[config.mk]
export PLATFORM = sky130hd
export DESIGN_NAME = carry_look_ahead_adder_flat
export DESIGN_NICKNAME = d
export VERILOG_FILES = /design/src/rtl/carry_look_ahead_adder_if.sv /design/src/rtl/carry_look_ahead_adder.sv /design/src/flat_wrapper.sv
export SDC_FILE = /design/constraint.sdc
export NUM_CORES = 1
export LEC_CHECK = 0
export CAP_MARGIN = 5
export CORE_UTILIZATION = 41
export DETAILED_ROUTE_END_ITERATION = 7
export PLACE_DENSITY = 0.91
export SLEW_MARGIN = 20
export SYNTH_ARGS = -nofsm -noshare
export SYNTH_HDL_FRONTEND = slang
export SYNTH_SLANG_ARGS = --single-unit
[constraint.sdc]
create_clock -name clk_i -period 6.5 [get_ports clk_i]
set_input_delay 0.975 -clock clk_i [delete_from_list [all_inputs] [get_ports clk_i]]
set_output_delay 0.975 -clock clk_i [all_outputs]
set_load 0.03 [all_outputs]
[src/rtl/carry_look_ahead_adder_if.sv]
// Operand/result bundle for carry_look_ahead_adder.
// The master drives the operands and the slave (the adder) drives the results.
interface carry_look_ahead_adder_if #(
  parameter int unsigned CLA_WIDTH = 16
);
  logic [CLA_WIDTH-1:0] a_i;
  logic [CLA_WIDTH-1:0] b_i;
  logic                 carry_i;
  logic [CLA_WIDTH-1:0] sum_o;
  logic                 carry_o;
  logic                 group_p_o;
  logic                 group_g_o;
  logic [CLA_WIDTH-1:0] sum_r_o;
  logic                 carry_r_o;

  modport master (
    output a_i, b_i, carry_i,
    input  sum_o, carry_o, group_p_o, group_g_o, sum_r_o, carry_r_o
  );

  modport slave (
    input  a_i, b_i, carry_i,
    output sum_o, carry_o, group_p_o, group_g_o, sum_r_o, carry_r_o
  );
endinterface

[src/rtl/carry_look_ahead_adder.sv]
// Two-level carry look-ahead adder, CLA_WIDTH in 1..64.
// Bits form 4-bit groups; the group lookahead is itself split into blocks of
// 4 groups, so a fixed 64-bit / 16-group / 4-block tree covers every width.
// Bits above CLA_WIDTH are padded as pure propagate (p=1, g=0), so the carry
// into position CLA_WIDTH reaches the top of the tree unchanged. As a result,
// the word P/G and carry-out fall out of the top level for any width.
// The combinational result is also registered for pipelined consumers.
module carry_look_ahead_adder #(
  parameter int unsigned CLA_WIDTH = 16
) (
  input  logic                     clk_i,
  input  logic                     rst_i,
  carry_look_ahead_adder_if.slave  bus
);

  logic [63:0]          p_pad;
  logic [63:0]          g_pad;
  logic [15:0]          grp_p;
  logic [15:0]          grp_g;
  logic [3:0]           blk_p;
  logic [3:0]           blk_g;
  logic                 word_p;
  logic                 word_g;
  logic [3:0]           blk_c;
  logic [15:0]          grp_c;
  logic [3:0]           bit_c;
  logic [CLA_WIDTH-1:0] sum;
  logic                 carry_out;
  logic [CLA_WIDTH-1:0] sum_r_d;
  logic [CLA_WIDTH-1:0] sum_r_q;
  logic                 carry_r_d;
  logic                 carry_r_q;

  // Returns {P, G} of four propagate/generate pairs.
  function automatic logic [1:0] pg4(input logic [3:0] p, input logic [3:0] g);
    logic [1:0] r;
    r[1] = &p;
    r[0] = g[3]
         | (p[3] & g[2])
         | (p[3] & p[2] & g[1])
         | (p[3] & p[2] & p[1] & g[0]);
    return r;
  endfunction

  // Carries into positions 1..3 of a 4-wide slice, flattened sum-of-products.
  function automatic logic [2:0] carries4(input logic [2:0] p, input logic [2:0] g,
                                          input logic ci);
    logic [2:0] c;
    c[0] = g[0] | (p[0] & ci);
    c[1] = g[1] | (p[1] & g[0]) | (p[1] & p[0] & ci);
    c[2] = g[2] | (p[2] & g[1]) | (p[2] & p[1] & g[0]) | (p[2] & p[1] & p[0] & ci);
    return c;
  endfunction

  // Bit-level propagate/generate, padded up to 64 bits with pure propagate.
  always_comb begin
    p_pad = '1;
    g_pad = '0;
    p_pad[CLA_WIDTH-1:0] = bus.a_i ^ bus.b_i;
    g_pad[CLA_WIDTH-1:0] = bus.a_i & bus.b_i;
  end

  // Level 1: group P/G for each 4-bit group.
  always_comb begin
    grp_p = '0;
    grp_g = '0;
    for (int unsigned j = 0; j < 16; j++) begin
      {grp_p[j], grp_g[j]} = pg4(p_pad[4*j +: 4], g_pad[4*j +: 4]);
    end
  end

  // Level 2 upper tier: block P/G over 4 groups, then word P/G over 4 blocks.
  always_comb begin
    blk_p = '0;
    blk_g = '0;
    for (int unsigned k = 0; k < 4; k++) begin
      {blk_p[k], blk_g[k]} = pg4(grp_p[4*k +: 4], grp_g[4*k +: 4]);
    end
    {word_p, word_g} = pg4(blk_p, blk_g);
  end

  // Level 2 carry distribution: block carry-ins, then group carry-ins per block.
  always_comb begin
    blk_c = {carries4(blk_p[2:0], blk_g[2:0], bus.carry_i), bus.carry_i};
    grp_c = '0;
    for (int unsigned k = 0; k < 4; k++) begin
      grp_c[4*k +: 4] = {carries4(grp_p[4*k +: 3], grp_g[4*k +: 3], blk_c[k]), blk_c[k]};
    end
  end

  // Level 1 carries inside each group and the sum bits; padding bits are dropped.
  always_comb begin
    sum   = '0;
    bit_c = '0;
    for (int unsigned j = 0; j < 16; j++) begin
      bit_c = {carries4(p_pad[4*j +: 3], g_pad[4*j +: 3], grp_c[j]), grp_c[j]};
      for (int unsigned m = 0; m < 4; m++) begin
        if (4*j + m < CLA_WIDTH) begin
          sum[4*j + m] = p_pad[4*j + m] ^ bit_c[m];
        end
      end
    end
    carry_out = word_g | (word_p & bus.carry_i);
  end

  assign bus.sum_o     = sum;
  assign bus.carry_o   = carry_out;
  assign bus.group_p_o = word_p;
  assign bus.group_g_o = word_g;

  // Next value of the result register.
  always_comb begin
    sum_r_d   = sum;
    carry_r_d = carry_out;
  end

  // Result register, cleared asynchronously.
  always_ff @(posedge clk_i or posedge rst_i) begin
    if (rst_i) begin
      sum_r_q   <= '0;
      carry_r_q <= 1'b0;
    end else begin
      sum_r_q   <= sum_r_d;
      carry_r_q <= carry_r_d;
    end
  end

  assign bus.sum_r_o   = sum_r_q;
  assign bus.carry_r_o = carry_r_q;

endmodule

[src/flat_wrapper.sv]
// flat-port wrapper written by rule: the top's interface ports become plain ports
module carry_look_ahead_adder_flat 
#(
  parameter int unsigned CLA_WIDTH = 16
)
  (clk_i, rst_i, bus_a_i, bus_b_i, bus_carry_i, bus_sum_o, bus_carry_o, bus_group_p_o, bus_group_g_o, bus_sum_r_o, bus_carry_r_o);
  carry_look_ahead_adder_if #(.CLA_WIDTH(CLA_WIDTH)) bus_i ();
  input  logic clk_i;
  input  logic rst_i;
  input wire logic [$bits(bus_i.a_i)-1:0] bus_a_i;
  input wire logic [$bits(bus_i.b_i)-1:0] bus_b_i;
  input wire logic [$bits(bus_i.carry_i)-1:0] bus_carry_i;
  output wire logic [$bits(bus_i.sum_o)-1:0] bus_sum_o;
  output wire logic [$bits(bus_i.carry_o)-1:0] bus_carry_o;
  output wire logic [$bits(bus_i.group_p_o)-1:0] bus_group_p_o;
  output wire logic [$bits(bus_i.group_g_o)-1:0] bus_group_g_o;
  output wire logic [$bits(bus_i.sum_r_o)-1:0] bus_sum_r_o;
  output wire logic [$bits(bus_i.carry_r_o)-1:0] bus_carry_r_o;
  assign bus_i.a_i = bus_a_i;
  assign bus_i.b_i = bus_b_i;
  assign bus_i.carry_i = bus_carry_i;
  assign bus_sum_o = bus_i.sum_o;
  assign bus_carry_o = bus_i.carry_o;
  assign bus_group_p_o = bus_i.group_p_o;
  assign bus_group_g_o = bus_i.group_g_o;
  assign bus_sum_r_o = bus_i.sum_r_o;
  assign bus_carry_r_o = bus_i.carry_r_o;
  carry_look_ahead_adder #(.CLA_WIDTH(CLA_WIDTH)) u_core (.clk_i(clk_i), .rst_i(rst_i), .bus(bus_i));
endmodule
# ---- After elaboration in Yosys (flattened, before gate mapping)
# Index checks and enable logic that the tools add are counted.
dict set report op_classes {
  bitwise 135
  n_reduce_logical 5
}
# op count
set op_table {}
lappend op_table {{$and 1x1->1} 71}
lappend op_table {{$or 1x1->1} 46}
lappend op_table {{$and 16x16->16} 1}
lappend op_table {{$reduce_and 16->1} 1}
lappend op_table {{$reduce_and 4->1} 4}
lappend op_table {{$xor 1x1->1} 16}
lappend op_table {{$xor 16x16->16} 1}
dict set report word_totals {
  regBits 17
  inputBits 35
  output_inout_bits 36
  wordCells 142
}

# ---- Depth between registers and ports, before layout
# Gate-level depths: netlist of run 1.
dict set report depth {
  word_depth 12
  depth_mapped 9
  depth_no_buf 8
}

# ---- Least setup slack after synthesis of run 1
# Ideal clock, no wire load.
dict set report synth_path {
  kind {input to output}
  from {input bus_b_i[10]}
  to {output bus_sum_o[13]}
  arrival_time_ns 3.165
  t_required_ns 5.525
  setup_slack_ns 2.360
  path_stages 9
  n_path_buf 1
  cell_sequence {ha_1 > buf_6 > and3_4 > and2_4 > a221o_1 > a21oi_1 > inv_1 > fa_1 > xor2_1}
}
dict set report synth_via {
  elab_chain_cells 11
  elab_cells_between_ends 22
  classes_between {21 x bitwise; 1 x reduce/logical}
}
# element line
set synth_lines {}
lappend synth_lines {{start, declared} flat_wrapper.sv:11} ;# input wire logic [$bits(bus_i.b_i)-1:0] bus_b_i;
lappend synth_lines {{$and 16x16->16 / $xor 16x16->16 (equally long branches)} {carry_look_ahead_adder.sv:60, carry_look_ahead_adder.sv:59}}
lappend synth_lines {{$and 1x1->1, on equally long branches} {carry_look_ahead_adder.sv:39, carry_look_ahead_adder.sv:40, carry_look_ahead_adder.sv:41}}
lappend synth_lines {{$or 1x1->1, or another cell as far along} carry_look_ahead_adder.sv:39} ;# | (p[3] & g[2])
lappend synth_lines {{$or 1x1->1 / $and 1x1->1 (equally long branches)} {carry_look_ahead_adder.sv:40, carry_look_ahead_adder.sv:41}}
lappend synth_lines {{$or 1x1->1} carry_look_ahead_adder.sv:41} ;# | (p[3] & p[2] & p[1] & g[0]);
lappend synth_lines {{$or 1x1->1 (2 in a row)} carry_look_ahead_adder.sv:51} ;# c[2] = g[2] | (p[2] & g[1]) | (p[2] & p[1] & g[0]) | (p[2] & p[1] & p[0] & ci);
lappend synth_lines {{$or 1x1->1 (*)} carry_look_ahead_adder.sv:51}
lappend synth_lines {{$and 1x1->1 (*)} carry_look_ahead_adder.sv:49} ;# c[0] = g[0] | (p[0] & ci);
lappend synth_lines {{$or 1x1->1 (*)} carry_look_ahead_adder.sv:49}
lappend synth_lines {{$xor 1x1->1 (*)} carry_look_ahead_adder.sv:99} ;# sum[4*j + m] = p_pad[4*j + m] ^ bit_c[m];
lappend synth_lines {{end, declared} flat_wrapper.sv:13} ;# output wire logic [$bits(bus_i.sum_o)-1:0] bus_sum_o;
# Every way passes the cells marked *; elsewhere a longest branch is shown, timed or not.

# ---- Final worst setup path of run 1
dict set report layout_path {
  from {input bus_b_i[8]}
  to {output bus_sum_o[13]}
}
dict set report layout_via {
  elab_chain_cells 9
  elab_cells_between_ends 16
  classes_between {15 x bitwise; 1 x reduce/logical}
}
# element line
set layout_lines {}
lappend layout_lines {{$xor 16x16->16 / $and 16x16->16 (equally long branches)} {carry_look_ahead_adder.sv:59, carry_look_ahead_adder.sv:60}}
lappend layout_lines {{$reduce_and 4->1 / $and 1x1->1 (equally long branches)} {carry_look_ahead_adder.sv:37, carry_look_ahead_adder.sv:41}}
lappend layout_lines {{$and 1x1->1 / $or 1x1->1 (equally long branches)} {carry_look_ahead_adder.sv:51, carry_look_ahead_adder.sv:41}}
lappend layout_lines {{$or 1x1->1 / $and 1x1->1 (equally long branches) (2 in a row)} carry_look_ahead_adder.sv:51}
lappend layout_lines {{$or 1x1->1 (*)} carry_look_ahead_adder.sv:51}
lappend layout_lines {{$and 1x1->1 (*)} carry_look_ahead_adder.sv:49}
lappend layout_lines {{$or 1x1->1 (*)} carry_look_ahead_adder.sv:49}
lappend layout_lines {{$xor 1x1->1 (*)} carry_look_ahead_adder.sv:99}
# Marked as above.

==> results of run 1 <==
metal layers:
layer,global-route usage [%],up-vias,part of all wire (%)
met5,0,-,0
met4,11.5,0,3.2
met3,4.08,12,9.3
met2,36.1,75,48
met1,24.5,578,39
li1,-,584,-
registers in the layout (all words and copies together) (netlist names):
name                  count
u_core.bus.sum_r_o       16
u_core.bus.carry_r_o      1
power groups by stage:
stage	logic, mW	clock network, mW	registers (mW)
2_1_floorplan	0.122	0	0.182
3_3_place_gp	0.286	0	0.134
3_5_place_dp	0.294	0	0.136
4_1_cts	0.295	0.0566	0.134
5_1_grt	0.310	0.0612	0.135
6_report	0.295	0.0554	0.134
final cells by class:
cell class	instances	area (sq um)	share of cell area (%)
inverter	10	37.5	1.88
timing repair buffer	70	701	35.1
sequential	17	425	21.3
multi-input combinational	91	767	38.4
clock buffer	4	26.3	1.32
tap	31	38.8	1.94
cells by family after synthesis:
family | count (synthesis)
AO/OA/AOI/OAI | 31
AND/OR/NAND/NOR | 30
adder cells (fa/ha/maj) | 20
flip-flops | 17
buffers and inverters | 12
XOR/XNOR | 9
multiplexers | 1
synthesized netlist by cell type (all sizes together), types with 4 or more instances:
cell,n
nand3,4
ha,16
inv,10
dfrtp,17
xor2,6
o21ai,4
fa,4
a21oi,12
nand2,7
through the flow:
step | setup slack, ns | hold WS (ns) | instances | utilization [%]
2_1_floorplan | 2.36 | 0.901 | 120 | -
3_3_place_gp | 1.55 | 1.39 | 219 | 69.6
3_5_place_dp | 1.40 | 1.41 | 219 | 69.6
4_1_cts | 1.39 | 1.10 | 223 | 70.5
5_1_grt | 1.29 | 1.12 | 223 | 70.5
6_report | 1.38 | 1.07 | 223 | 70.5
final timing paths:
kind / from / endpoint / slack [ns] / cells after the start
worst max-delay path: bus_b_i[8] / bus_sum_o[13] / 1.38 / 10
min in group clk_i: bus_a_i[8] / u_core.bus.sum_r_o[8]$_DFF_PP0_ / 1.43 / 2
worst min-delay path: rst_i / u_core.bus.sum_r_o[4]$_DFF_PP0_ / 1.07 / 2
max in group asynchronous: rst_i / u_core.bus.sum_r_o[0]$_DFF_PP0_ / 5.01 / 2
==> results by group, run 1 <==
Status
  – Status: finished with violations
  – Failing checks: design-rule violations

Pwr
  – Sequential Power Share: about 28%
  – Combinational Power Share: approximately 61%
  – Clk pwr share: 11.5%
  – Total power: 0.484 mW
  – Cell Pwr Density: roughly 240 nW/um^2
  – VDD IR max: 78.8 uV
  – Switching portion of total power: 42.6%
  – Sw power: 0.206 mW
  – Pint: about 0.28 mW
  – Static Leak: 0.867 nW

Clock tree
  – # hold bufs at CTS: 0
  – TritonCTS Buffers: 3
  – CTS clk-pin slew, worst paths: roughly 0.10 ns
  – Postcts setup bufs: 0
  – Sink Count: 17
  – H-tree levels: 1
  – Clk root buf: clkbuf_4
  – CTS resizes: 0
  – CTS tree: done
  – CTS Buffer Depth: 2

Layout
  – Fillers: 194
  – Fin nets: 248
  – Post-route cell area: 2000 sq um
  – Layout cells sized above 1: 5.73%
  – Most common cell after layout, fill and taps aside: clkdlybuf4s50_1
  – Ant diodes: 0
  – Area Growth Syn to Fin: 59.8%
  – Most frequent cells in the layout: 70 x clkdlybuf4s50_1, 17 x dfrtp_1, 16 x ha_1

Critical path
  – CP Max Fanout: 5
  – CP top delay family: buffers and inverters
  – Worst Setup Start Kind: primary input
  – CP endpoint kind: primary output
  – Most used cell, CP: clkdlybuf4s50_1
  – Worst path cell trace: clkdlybuf4s50_1 > ha_1 > and3_4 > and2_4 > a221o_1 > a21oi_1 > inv_1 > fa_1 > xor2_1 > clkdlybuf4s50_1
  – Setup CP Type: in -> out
  – CP max stage delay: a little over 0.7 ns
  – Worst path buffer plus inverter count: 3
  – Worst path arrival time: 4.14 ns
  – CP max stage cell: clkdlybuf4s50_1
  – WP data required: 5.52 ns

Routing
  – Vias per cell: 5.60
  – Antenna-violating nets left: 0
  – Routed len/inst: 15.2 um
  – Via count: 1249
  – Iter 0 DRT Violations: 64
  – # DRC: 10
  – Total iterations of the first detailed-routing run: 7
  – Final WL: 3.40 mm

GRT
  – Total global routing overflow: 0
  – GRT Resource Usage Total: 20.9%
  – Vias in the first global route: 1206
  – First-pass GRT wire length: 5.23 mm
  – Initial antenna violation count: 0
  – Largest net degree at the start of global routing: 18

Yosys
  – Synth Flop Type: dfrtp_1
  – Synth Area in Adders: 22.4%
  – Compound-Gate Fraction of Synth Area: 18.0%
  – Mapped cell area: roughly 1200 sq um
  – FFs w/ async S/R, synth: 100%
  – Yosys cell types: 38
  – Seq/Total Area, Yosys: 34.1%
  – Mux cell area share after synthesis: 0.802%
  – Syn Area/Cell: around 10 sq um
  – Post-Syn Instances: 120
  – Number of synthesized register bits: 17
  – XOR/XNOR Fraction of Synth Area: 6.31%
  – Synth area leaders: dfrtp_1 34%, ha_1 16%, fa_1 6.4%
  – EDFF count, synth: 0
  – Syn Nets: 175
  – Leading area contributor after synthesis: dfrtp_1
  – Post-Synth Simple-Gate Area: around 14%
  – YS warnings: 0
  – Post-synth top area share: 34.1%
  – Largest family of logic cells by synthesized area: adder cells

Timing
  – Final critical-path share of the clock period: between 70 and 80%
  – Final setup vio count: 0
  – Slew HR: 57.1%
  – Max-slew violations: 0
  – F_max: 0.195 GHz
  – Minimum clock period after layout: 5.12 ns
  – RSZ-0062 raised after global routing: no
  – Setup TNS: 0 ns
  – Worst-margin pin slew: between 0.6 and 0.7 ns
  – Final hold vios: 0

Floorplan
  – Ports: 71
  – DIE WIDTH: 57.2 um
  – Initial Util: 44.1%
  – Rows: 19
  – Die height: 57.2 um
  – Die ar.: 3270 sq um
  – Core ar.: 2830 sq um

Job
  – Maxcap violations: 0

Placement
  – Placed Area: 1970 sq um
  – Gpl congestion: approximately 0.80
  – DPL Wire Length: about 2.8 mm
  – Buffers on Ports: 70

Min path
  – HP Class: in -> async
Note: power is estimated with default switching activity, not from simulation.
==> inputs of run 2 (changes only) <==
Settings changed: CORE_UTILIZATION 41 to 38, PLACE_DENSITY 0.91 to 0.86.
Clock period 6.5 ns to 4.8 ns, I/O delays scaled along.
==> results by group, run 2 (synthesized netlist as in run 1, its figures left out) <==
Status
  – Status: finished clean (was finished with violations)

Critical path
  – CP endpoint kind: primary output (unchanged)
  – Most used cell, CP: clkdlybuf4s50_1 (unchanged)
  – Worst path cell trace: clkdlybuf4s50_1 > ha_1 > and3_4 > and2_4 > a221o_1 > a21oi_1 > inv_1 > fa_1 > xor2_1 > clkdlybuf4s50_1 (unchanged)
  – Setup CP Type: in -> out (unchanged)
  – Worst Setup Start Kind: primary input (unchanged)
  – CP max stage cell: clkdlybuf4s50_1 (unchanged)
  – CP max stage delay: 0.70 ns (was 0.71 ns)
  – Worst path arrival time: 3.82 ns (was 4.14 ns)
  – WP data required: 4.08 ns (was 5.52 ns)
  – CP Max Fanout: 5 (unchanged)

Pwr
  – VDD IR max: 125 uV (was 78.8 uV)
  – Total power: 0.651 mW (was 0.484 mW)
  – Static Leak: 0.872 nW (was 0.867 nW)
  – Cell Pwr Density: 323 nW/um^2 (was 242 nW/um^2)

Clock tree
  – CTS resizes: 0 (unchanged)
  – H-tree levels: 1 (unchanged)
  – CTS clk-pin slew, worst paths: 0.10 ns (about the same)
  – Postcts setup bufs: 0 (unchanged)
  – Sink Count: 17 (unchanged)
  – Clk root buf: clkbuf_4 (unchanged)
  – CTS Buffer Depth: 2 (unchanged)
  – # hold bufs at CTS: 0 (unchanged)
  – CTS tree: done (unchanged)
  – TritonCTS Buffers: 3 (unchanged)

Placement
  – Placed Cells: 233 (was 219)
  – Buffers on Ports: 70 (unchanged)
  – Placed Area: 1990 sq um (was 1970 sq um)
  – DPL Wire Length: 2.66 mm (was 2.81 mm)
  – Gpl congestion: 0.785 (was 0.799)

Floorplan
  – Ports: 71 (unchanged)
  – Rows: 20 (was 19)
  – DIE WIDTH: 59.3 um (was 57.2 um)
  – Core ar.: 3080 sq um (was 2830 sq um)
  – Die ar.: 3520 sq um (was 3270 sq um)
  – Die height: 59.3 um (was 57.2 um)
  – Initial Util: 40.6% (was 44.1%)

Layout
  – Post-route cell area: 2020 sq um (was 2000 sq um)
  – Max reg flops: 16 (unchanged)
  – Area Growth Syn to Fin: 61.7% (was 59.8%)
  – Cell Count, Final, Fillers Out: 237 (was 223)
  – Ant diodes: 0 (unchanged)
  – Fin nets: 249 (was 248)
  – Most common cell after layout, fill and taps aside: clkdlybuf4s50_1 (unchanged)
  – Layout cells sized above 1: 6.22% (was 5.73%)
  – Most frequent cells in the layout: 70 x clkdlybuf4s50_1, 17 x dfrtp_1, 16 x ha_1 (unchanged)

GRT
  – GRT Resource Usage Total: 18.4% (was 20.9%)
  – Total global routing overflow: 0 (unchanged)
  – Vias in the first global route: 1173 (was 1206)
  – Initial antenna violation count: 0 (unchanged)
  – First-pass GRT wire length: 4.94 mm (was 5.23 mm)
  – Largest net degree at the start of global routing: 18 (unchanged)

Timing
  – Final critical-path share of the clock period: 94.6%
  – Slew HR: 55.8% (was 57.1%)
  – Worst-margin pin slew: 0.662 ns (was 0.643 ns)
  – Max-slew violations: 0 (unchanged)
  – RSZ-0062 raised after global routing: no (unchanged)
  – Final setup vio count: 0 (unchanged)
  – Minimum clock period after layout: roughly 4.5 ns
  – Final hold vios: 0 (unchanged)
  – Setup TNS: 0 ns (unchanged)
  – F_max: about 0.22 GHz

Routing
  – Via count: 1196 (was 1249)
  – Routed len/inst: 13.3 um (was 15.2 um)
  – # DRC: 0 (was 10)
  – Final WL: 3.14 mm (was 3.40 mm)
  – Antenna-violating nets left: 0 (unchanged)
  – Iter 0 DRT Violations: 21 (was 64)
  – Total iterations of the first detailed-routing run: 4 (was 7)
  – Vias per cell: 5.05 (was 5.60)

Job
  – Maxcap violations: 0 (unchanged)

Min path
  – HP Class: in -> async (unchanged)
==> run 2: cell count changes in the layout (fill, tap and decap cells not counted), sizes merged <==
cell  change
buf       +1
==> run 2: worst max-delay path: cells and delay by family <==
kind	cells	cell delay, ns
xor+xnor	1	0.17
buf+inv	3	1.23
simple gates	2	0.34
fa+ha+maj	2	0.75
compound gates	2	0.59
==> run 2: metal layers <==
layer	vias to the layer above	track usage (%)	wire length, um
met5	-	0	0
met4	0	5.44	8
met3	2	3.49	239
met2	53	35.6	1610
met1	555	19.8	1280
li1	586	-	-
==> run 2: cell type report <==
class                           instances  area (sq um)
Clock buffer                            4          26.3
Multi-Input combinational cell         91           767
Tap cell                               44          55.1
Timing Repair Buffer                   71           708
Fill cell                             255          1060
Inverter                               10          37.5
Sequential cell                        17           425
==> run 2: final timing paths <==
path / startpoint / to / cells after the start / slack, ns
min in group clk_i: bus_a_i[12] / u_core.bus.sum_r_o[12]$_DFF_PP0_ / 2 / 1.18
min: rst_i / u_core.bus.sum_r_o[3]$_DFF_PP0_ / 2 / 0.82
max: bus_b_i[8] / bus_sum_o[13] / 10 / 0.26
max in group asynchronous: rst_i / u_core.bus.sum_r_o[1]$_DFF_PP0_ / 2 / 3.55
==> run 2: power by group <==
group          switching [mW]  internal, mW  total (mW)
clock                  0.0429        0.0322      0.0751
combinational           0.225         0.172       0.397
sequential            0.00758         0.172       0.180
total                   0.275         0.376       0.651
==> run 2: per-stage QoR <==
step                      utilization, %  worst slack (ns)  hold slack (ns)
final                               65.6             0.261            0.825
after detailed placement            64.8             0.249             1.15
after global placement              64.8             0.341             1.14
after floorplan                        -              1.17            0.646
after global routing                65.6            0.0691            0.898
after CTS                           65.6             0.244            0.839
==> inputs of run 3 (changes only) <==
Settings changed: HOLD_SLACK_MARGIN set to 0.02.
==> results of run 3 <==
No change in the layout: final DEF, timing and power equal those of run 2.
